--- src/rtl/xadc_drp_sampler.sv ---
// xadc_drp_sampler
//   Reads one XADC status register over DRP at a fixed sample rate. The
//   8 MSBs of each 12-bit result go to the low-pass filter input.
// Ports:
//   clk, rst (synchronous, active-low), enable (sampling on when high)
//   DRP master : drp_daddr (constant DRP_ADDR), drp_den (one-cycle read pulse),
//                drp_dwe (tied 0), drp_do (read data), drp_drdy (data ready)
//   Sample out : sig_out, sig_valid (one-cycle strobe on update)
//   Status     : timeout_err, overrun_err (sticky until reset)
// Build option:
//   XADC_AVG_EN -- when defined, publish the average of four captures
//   instead of every capture.
module xadc_drp_sampler #(
  parameter int unsigned CLK_DIV  = 1000,
  parameter logic [6:0]  DRP_ADDR = 7'h16,
  parameter int unsigned TIMEOUT  = 255
) (
  input  logic        clk,
  input  logic        rst,
  input  logic        enable,
  output logic [6:0]  drp_daddr,
  output logic        drp_den,
  output logic        drp_dwe,
  input  logic [15:0] drp_do,
  input  logic        drp_drdy,
  output logic [7:0]  sig_out,
  output logic        sig_valid,
  output logic        timeout_err,
  output logic        overrun_err
);

  localparam int unsigned DIV_W = 16;
  localparam int unsigned TO_W  = 8;
  localparam logic [DIV_W-1:0] DIV_LAST = DIV_W'(CLK_DIV - 1);
  localparam logic [TO_W-1:0]  TO_LAST  = TO_W'(TIMEOUT - 1);

  typedef enum logic [1:0] {
    S_IDLE,
    S_REQ,
    S_WAIT,
    S_CAPTURE
  } state_t;

  state_t           r_state;
  state_t           w_state_nxt;
  logic [DIV_W-1:0] r_div;
  logic [TO_W-1:0]  r_tcnt;
  logic             r_den;
  logic             r_valid;
  logic [7:0]       r_sig;
  logic             r_terr;
  logic             r_oerr;

  logic             w_tick;
  logic             w_start;
  logic             w_capture;
  logic             w_timeout;
  logic             w_overrun;
  logic             w_publish;
  logic [7:0]       w_sample;

  assign drp_daddr   = DRP_ADDR;
  assign drp_dwe     = 1'b0;
  assign drp_den     = r_den;
  assign sig_out     = r_sig;
  assign sig_valid   = r_valid;
  assign timeout_err = r_terr;
  assign overrun_err = r_oerr;

  // Sample-rate divider: tick on the wrap cycle, parked at zero while disabled
  assign w_tick = enable && (r_div == DIV_LAST);

  always_ff @(posedge clk) begin
    if (!rst || !enable || w_tick) begin
      r_div <= '0;
    end else begin
      r_div <= r_div + DIV_W'(1);
    end
  end

  // FSM state register
  always_ff @(posedge clk) begin
    if (!rst) begin
      r_state <= S_IDLE;
    end else begin
      r_state <= w_state_nxt;
    end
  end

  // FSM next-state and event decode
  always_comb begin
    w_state_nxt = r_state;
    w_start     = 1'b0;
    w_capture   = 1'b0;
    w_timeout   = 1'b0;
    case (r_state)
      S_IDLE: begin
        if (w_tick) begin
          w_state_nxt = S_REQ;
          w_start     = 1'b1;
        end
      end
      S_REQ: begin
        w_state_nxt = S_WAIT;
      end
      S_WAIT: begin
        if (drp_drdy) begin
          w_state_nxt = S_CAPTURE;
          w_capture   = 1'b1;
        end else if (r_tcnt == TO_LAST) begin
          w_state_nxt = S_IDLE;
          w_timeout   = 1'b1;
        end
      end
      S_CAPTURE: begin
        w_state_nxt = S_IDLE;
      end
      default: begin
        w_state_nxt = S_IDLE;
      end
    endcase
  end

  // A tick that lands while a read is in flight is dropped and flagged
  assign w_overrun = w_tick && (r_state != S_IDLE);

  // WAIT-cycle counter; zero everywhere outside WAIT so each read starts fresh
  always_ff @(posedge clk) begin
    if (!rst) begin
      r_tcnt <= '0;
    end else if ((r_state == S_WAIT) && (w_state_nxt == S_WAIT)) begin
      r_tcnt <= r_tcnt + TO_W'(1);
    end else begin
      r_tcnt <= '0;
    end
  end

  // Registered DRP strobe, sample output and sticky status
  always_ff @(posedge clk) begin
    if (!rst) begin
      r_den   <= 1'b0;
      r_valid <= 1'b0;
      r_sig   <= '0;
      r_terr  <= 1'b0;
      r_oerr  <= 1'b0;
    end else begin
      r_den   <= w_start;
      r_valid <= w_publish;
      if (w_publish) begin
        r_sig <= w_sample;
      end
      if (w_timeout) begin
        r_terr <= 1'b1;
      end
      if (w_overrun) begin
        r_oerr <= 1'b1;
      end
    end
  end

`ifdef XADC_AVG_EN
  localparam int unsigned ACC_W = 18;

  logic [ACC_W-1:0] r_acc;
  logic [1:0]       r_cnt;
  logic [ACC_W-1:0] w_acc_sum;

  // Sum of four 16-bit words: the top byte of the 18-bit sum is the mean's MSBs
  assign w_acc_sum = r_acc + ACC_W'(drp_do);
  assign w_publish = w_capture && (r_cnt == 2'd3);
  assign w_sample  = w_acc_sum[ACC_W-1:ACC_W-8];

  // Accumulator advances only on a real capture, so timeouts do not count
  always_ff @(posedge clk) begin
    if (!rst) begin
      r_acc <= '0;
      r_cnt <= '0;
    end else if (w_publish) begin
      r_acc <= '0;
      r_cnt <= '0;
    end else if (w_capture) begin
      r_acc <= w_acc_sum;
      r_cnt <= r_cnt + 2'd1;
    end
  end
`else
  logic w_unused;

  // Every capture publishes the top byte of the 12-bit result
  assign w_publish = w_capture;
  assign w_sample  = drp_do[15:8];
  assign w_unused  = ^drp_do[7:0];
`endif

endmodule

--- config.mk ---
export PLATFORM = sky130hd
export DESIGN_NAME = xadc_drp_sampler
export DESIGN_NICKNAME = d
export VERILOG_FILES = /design/src/rtl/xadc_drp_sampler.sv
export SDC_FILE = /design/constraint.sdc
export NUM_CORES = 1
export LEC_CHECK = 0
export BUFFER_PORTS_ARGS = -buffer_cell sky130_fd_sc_hd__buf_2
export CORE_MARGIN = 1
export CORE_UTILIZATION = 35
export CTS_CLUSTER_DIAMETER = 100
export DETAILED_ROUTE_END_ITERATION = 12
export PLACE_DENSITY = 0.7
export SETUP_SLACK_MARGIN = 0.1
export SYNTH_ARGS = -nofsm -noshare
export SYNTH_HDL_FRONTEND = slang
export SYNTH_SLANG_ARGS = --single-unit
--- constraint.sdc ---
create_clock -name clk -period 1.7 [get_ports clk]
set_clock_uncertainty 0.2 [all_clocks]
set_input_delay 0.085 -clock clk [delete_from_list [all_inputs] [get_ports clk]]
set_output_delay 0.085 -clock clk [all_outputs]
set_load 0.05 [all_outputs]
# Yosys cells after proc, flatten, opt, wreduce, memory -nomap -nowiden
# Index checks and enable logic that the tools add are counted.
[word_totals]
word_cells = 37
ram_bits = 0
register_bits = 38
in_bits = 20
latchBits = 0
romBits = 0
mem_count = 0
[op_classes]
order_cmp = 0
eq_ne = 6
div = 0
reduce_logical = 11
bitwise = 0
n_addsub = 2
n_shift = 0
muxes = 10
n_mul = 0
[op_table]
columns = ["op", "n"]
rows = [
  ["16-bit by 1-bit adder with 16-bit output (second input constant)", 1],
  ["16-bit by 10-bit == test with 1-bit output (second input constant)", 1],
  ["8-bit by 1-bit adder with 8-bit output (second input constant)", 1],
  ["8-bit == test (second input constant)", 1],
  ["2-bit case mux with 4 select lines", 1],
  ["2-bit == test (second input constant)", 3],
  ["1-bit two-way mux", 6],
  ["2-bit two-way mux", 3],
  ["2-bit AND reduction", 2],
  ["1-bit logical AND", 3],
  ["2-bit by 1-bit == test with 1-bit output (second input constant)", 1],
  ["1-bit logical NOT", 2],
  ["2-bit logical NOT", 1],
  ["1-bit logical OR", 2],
  ["2-bit nonzero test", 1],
]

# Depth between registers and ports, before layout
[logic_depth]
word_depth = 7
mapped_depth = 6
ltp_nobuf = 6

# Worst setup path after synthesis
# Ideal clock, no wire load.
[synth_timing]
path_kind = "register to register"
from = "register r_div[0]"
to = "register r_div[12]"
setup_slack_ps = -106
setup_time_ps = 128
period_less_slack_ps = 1806
n_path_buf = 1
arrival_ps = 1479
stages_incl_launch_ff = 7
cell_sequence = "dfxtp_1 -> ha_1 -> and4_2 -> nand4_1 -> nand3_2 -> buf_1 -> nor2_1"
[synth_via]
elab_chain_cells = 3
[synth_lines]
columns = ["item", "line", "rtl"]
rows = [
  ["start, declared", "46", "logic [DIV_W-1:0] r_div;"],
  ["start signal, assigned", "77", "r_div <= r_div + DIV_W'(1);"],
  ["branches (longest 3 deep; another with 16-bit by 1-bit adder with 16-bit output)", "-", ""],
]
# Several ways; the timed one is not identified.
# A chain may end at the register's enable or synchronous reset.

# Worst setup path in the final report
[layout_timing]
from = "register r_div[8]"
to = "register r_div[13]"
# The elaborated chain is that of the path after synthesis.

==> metrics.md <==
| Metric | Value |
|---|---|
| DR vias/cell | `4.90` |
| Synth Area in Simple Gates | `29.6%` |
| Total gr overflow | `0` |
| First DRT Iteration DRCs | `98` |
| Synth Register Bits | `38` |
| Commonest non-fill, non-tap cell in the layout | `nor2_1` |
| # rows | `24` |
| Non-Filler Instances | `301` |
| Type of origin of the critical path | `flop` |
| Die width | `70.9 um` |
| TritonCTS clock tree | `yes` |
| Layout cells sized above 1 | `36.1%` |
| Crit-path max FO | `2` |
| Hold slack final | `257 ps` |
| Tightest Hold Check Type | `reg -> reg` |
| Layout Nets | `271` |
| Largest family of logic cells by synthesized area | `simple AND/OR/NAND/NOR gates` |
| Synth Warn # | `0` |
| Multi-input logic area | `902 um^2` |
| Setup crit end kind | `flop` |
| PortBufs | `23` |
| # diodes | `0` |
| First-pass GRT wire length | `6130 um` |
| Met1 Use GR | `18.3%` |
| Commonest cells after routing, fill and taps aside | `nor2_1 (28), dfxtp_1 (25), buf_4 (24)` |
| P_leak | `0.860 nW` |
| Hpwl dp | `2210 um` |
| Cell count after synthesis | `188` |
| XOR/XNOR share of the synthesized area | `10.0%` |
| Area grow syn2layout | `39.9%` |
| Fmax achieved | `604 MHz` |
| Synth Area per Inst | `8.83 um^2` |
| Number of max-cap violations | `0` |
| CP Class | `reg -> reg` |
| Total Power | `0.00178 W` |
| Initial antenna violation count | `0` |
| CP arrival | `1680 ps` |
| CP required | `1730 ps` |
| Post-synthesis sequential area ratio | `45.8%` |
| GRT met2 Usage | `25.9%` |
| CTS sink cnt | `38` |
| Clock slew at reported path FFs | `80 ps` |
| Tot GR Track Use | `15.1%` |
| WL final | `3540 um` |
| Number of global-route vias before repair | `1461` |
| Register Area | `790 um^2` |
| Peak supply drop | `0.373 mV` |
| Vert. Die Dim | `70.9 um` |
| Clock Latency Late Sink | `290 ps` |
| Maximum clock path buffer count | `2` |
| Global routing's busiest layer | `met2` |
| ANT nets after route | `0` |
| Status | `finished clean` |
| Cell Count Post-Placement | `273` |
| Wire length per cell | `11.8 um` |
| Cell Pwr Density | `768 nW/um^2` |
| Vias | `1474` |
| Final Max Tran Viols | `0` |
| Setup repair after global routing missed its margin | `true` |
| CTS H-Tree Depth | `2` |
| Pre-Repair DR Iteration Count | `4` |
| Final setup vio count | `0` |
| Met3 GRT Util | `2.28%` |
| Synth cell types | `33` |
| Area of the die | `5020 um^2` |
| Core Area | `4440 um^2` |
| Minimum clock period | `1660 ps` |
| Final Hold Fails | `0` |
| CTS Buf Count | `5` |
| Multiplexer share of the synthesized area | `0%` |
| RD Place Congestion | `0.740` |
| # fillers | `391` |
| Root Driver | `clkbuf_8` |
| Drc violations | `0` |
| Adder-cell share of the synthesized area | `2.26%` |
| I/O Pins | `40` |
| Final core occ | `52.3%` |
| Synth Area in Compound Gates | `5.73%` |
| Starting Density | `37.4%` |
| Largest net degree at the start of global routing | `17` |
| Mapped Area | `1660 um^2` |
| Final worst-path cycle share | `97.4%` |
-- kinds of logic after synthesis --
family                     Yosys count
adders and majority gates            3
AOI/OAI and AO/OA                   14
DFF                                 38
and+or+nand+nor                     95
xor gates and xnor gates            19
other                                2
buffers and inverters               17
-- critical path, cell delays in order, from the launching register on --
cell and delay, ps:
dfxtp_2 350, nand2_2 60, or4_4 530, or3_4 340, a21oi_2 110
-- synthesized netlist by cell type, drive strengths merged --
library cell,instances,area (um^2)
dfxtp,38,761
nor2,30,113
nand2,18,70.1
nand3,17,100
xnor2,14,123
buf,11,78.8
a21boi,8,60.1
nand4,7,43.8
nor4,5,31.3
xor2,5,43.8
clkbuf,3,11.3
ha,3,37.5
inv,3,11.3
nor2b,3,18.8
nor3,3,15.0
a21oi,2,10.0
and4,2,18.8
conb,2,7.51
nor4b,2,17.5
o21a,2,15.0
o21ai,2,10.0
and3,1,6.26
and3b,1,8.76
and4b,1,10.0
nand4b,1,8.76
nor3b,1,7.51
or3,1,6.26
or3b,1,8.76
or4,1,7.51
-- flip-flops by register name (all words and copies together) (netlist names) --
signal,count
drp_den,1
overrun_err,1
r_div,16
r_state,2
r_tcnt,8
sig_out,8
sig_valid,1
timeout_err,1
-- layer usage --
layer,wire (um),part of all wire (%)
met2,1820,51
met3,72,2.0
met1,1580,45
met4,67,1.9
met5,0,0
-- worst paths after layout --
check / from / to / slack, ps / cells past startpoint
setup reg to reg: r_div[8] / r_div[13] / 40 / 4
hold / removal: timeout_err / timeout_err / 260 / 1
setup / recovery: r_div[8] / r_div[13] / 40 / 4
hold reg to reg: timeout_err / timeout_err / 260 / 1
-- where the power goes --
part	internal [W]	switching [W]	leakage, nW
Sequential	0.000885	0.00000336	0.314
Clock	0.000478	0.000310	0.0585
Combinational	0.0000403	0.0000664	0.488
-- final cells by class --
type	instances	share of cell area [%]
clock inverters	1	1.29
inverters	3	0.485
flip-flops and latches	38	34.0
clock buffers	7	3.72
repair buffers	61	18.9
well taps	52	2.80
multi-input cells	139	38.8
-- through the flow --
step	instance area [um^2]	setup TNS, ps	setup slack [ps]
after floorplan	1710	0	57.6
after global placement	1930	0	34.9
after detailed placement	1930	0	8.22
after CTS	2260	0	74.4
after global routing	2320	-13.4	-13.4
final	2320	0	43.9
-- repair_timing --
item	CTS	global route
buffers inserted	5	4
pin swaps	18	9
hold endpoints to repair	22	0
gates resized for setup	19	12
setup endpoints to repair	20	34
hold buffers	11	0
(Power assumes the default switching activity.)
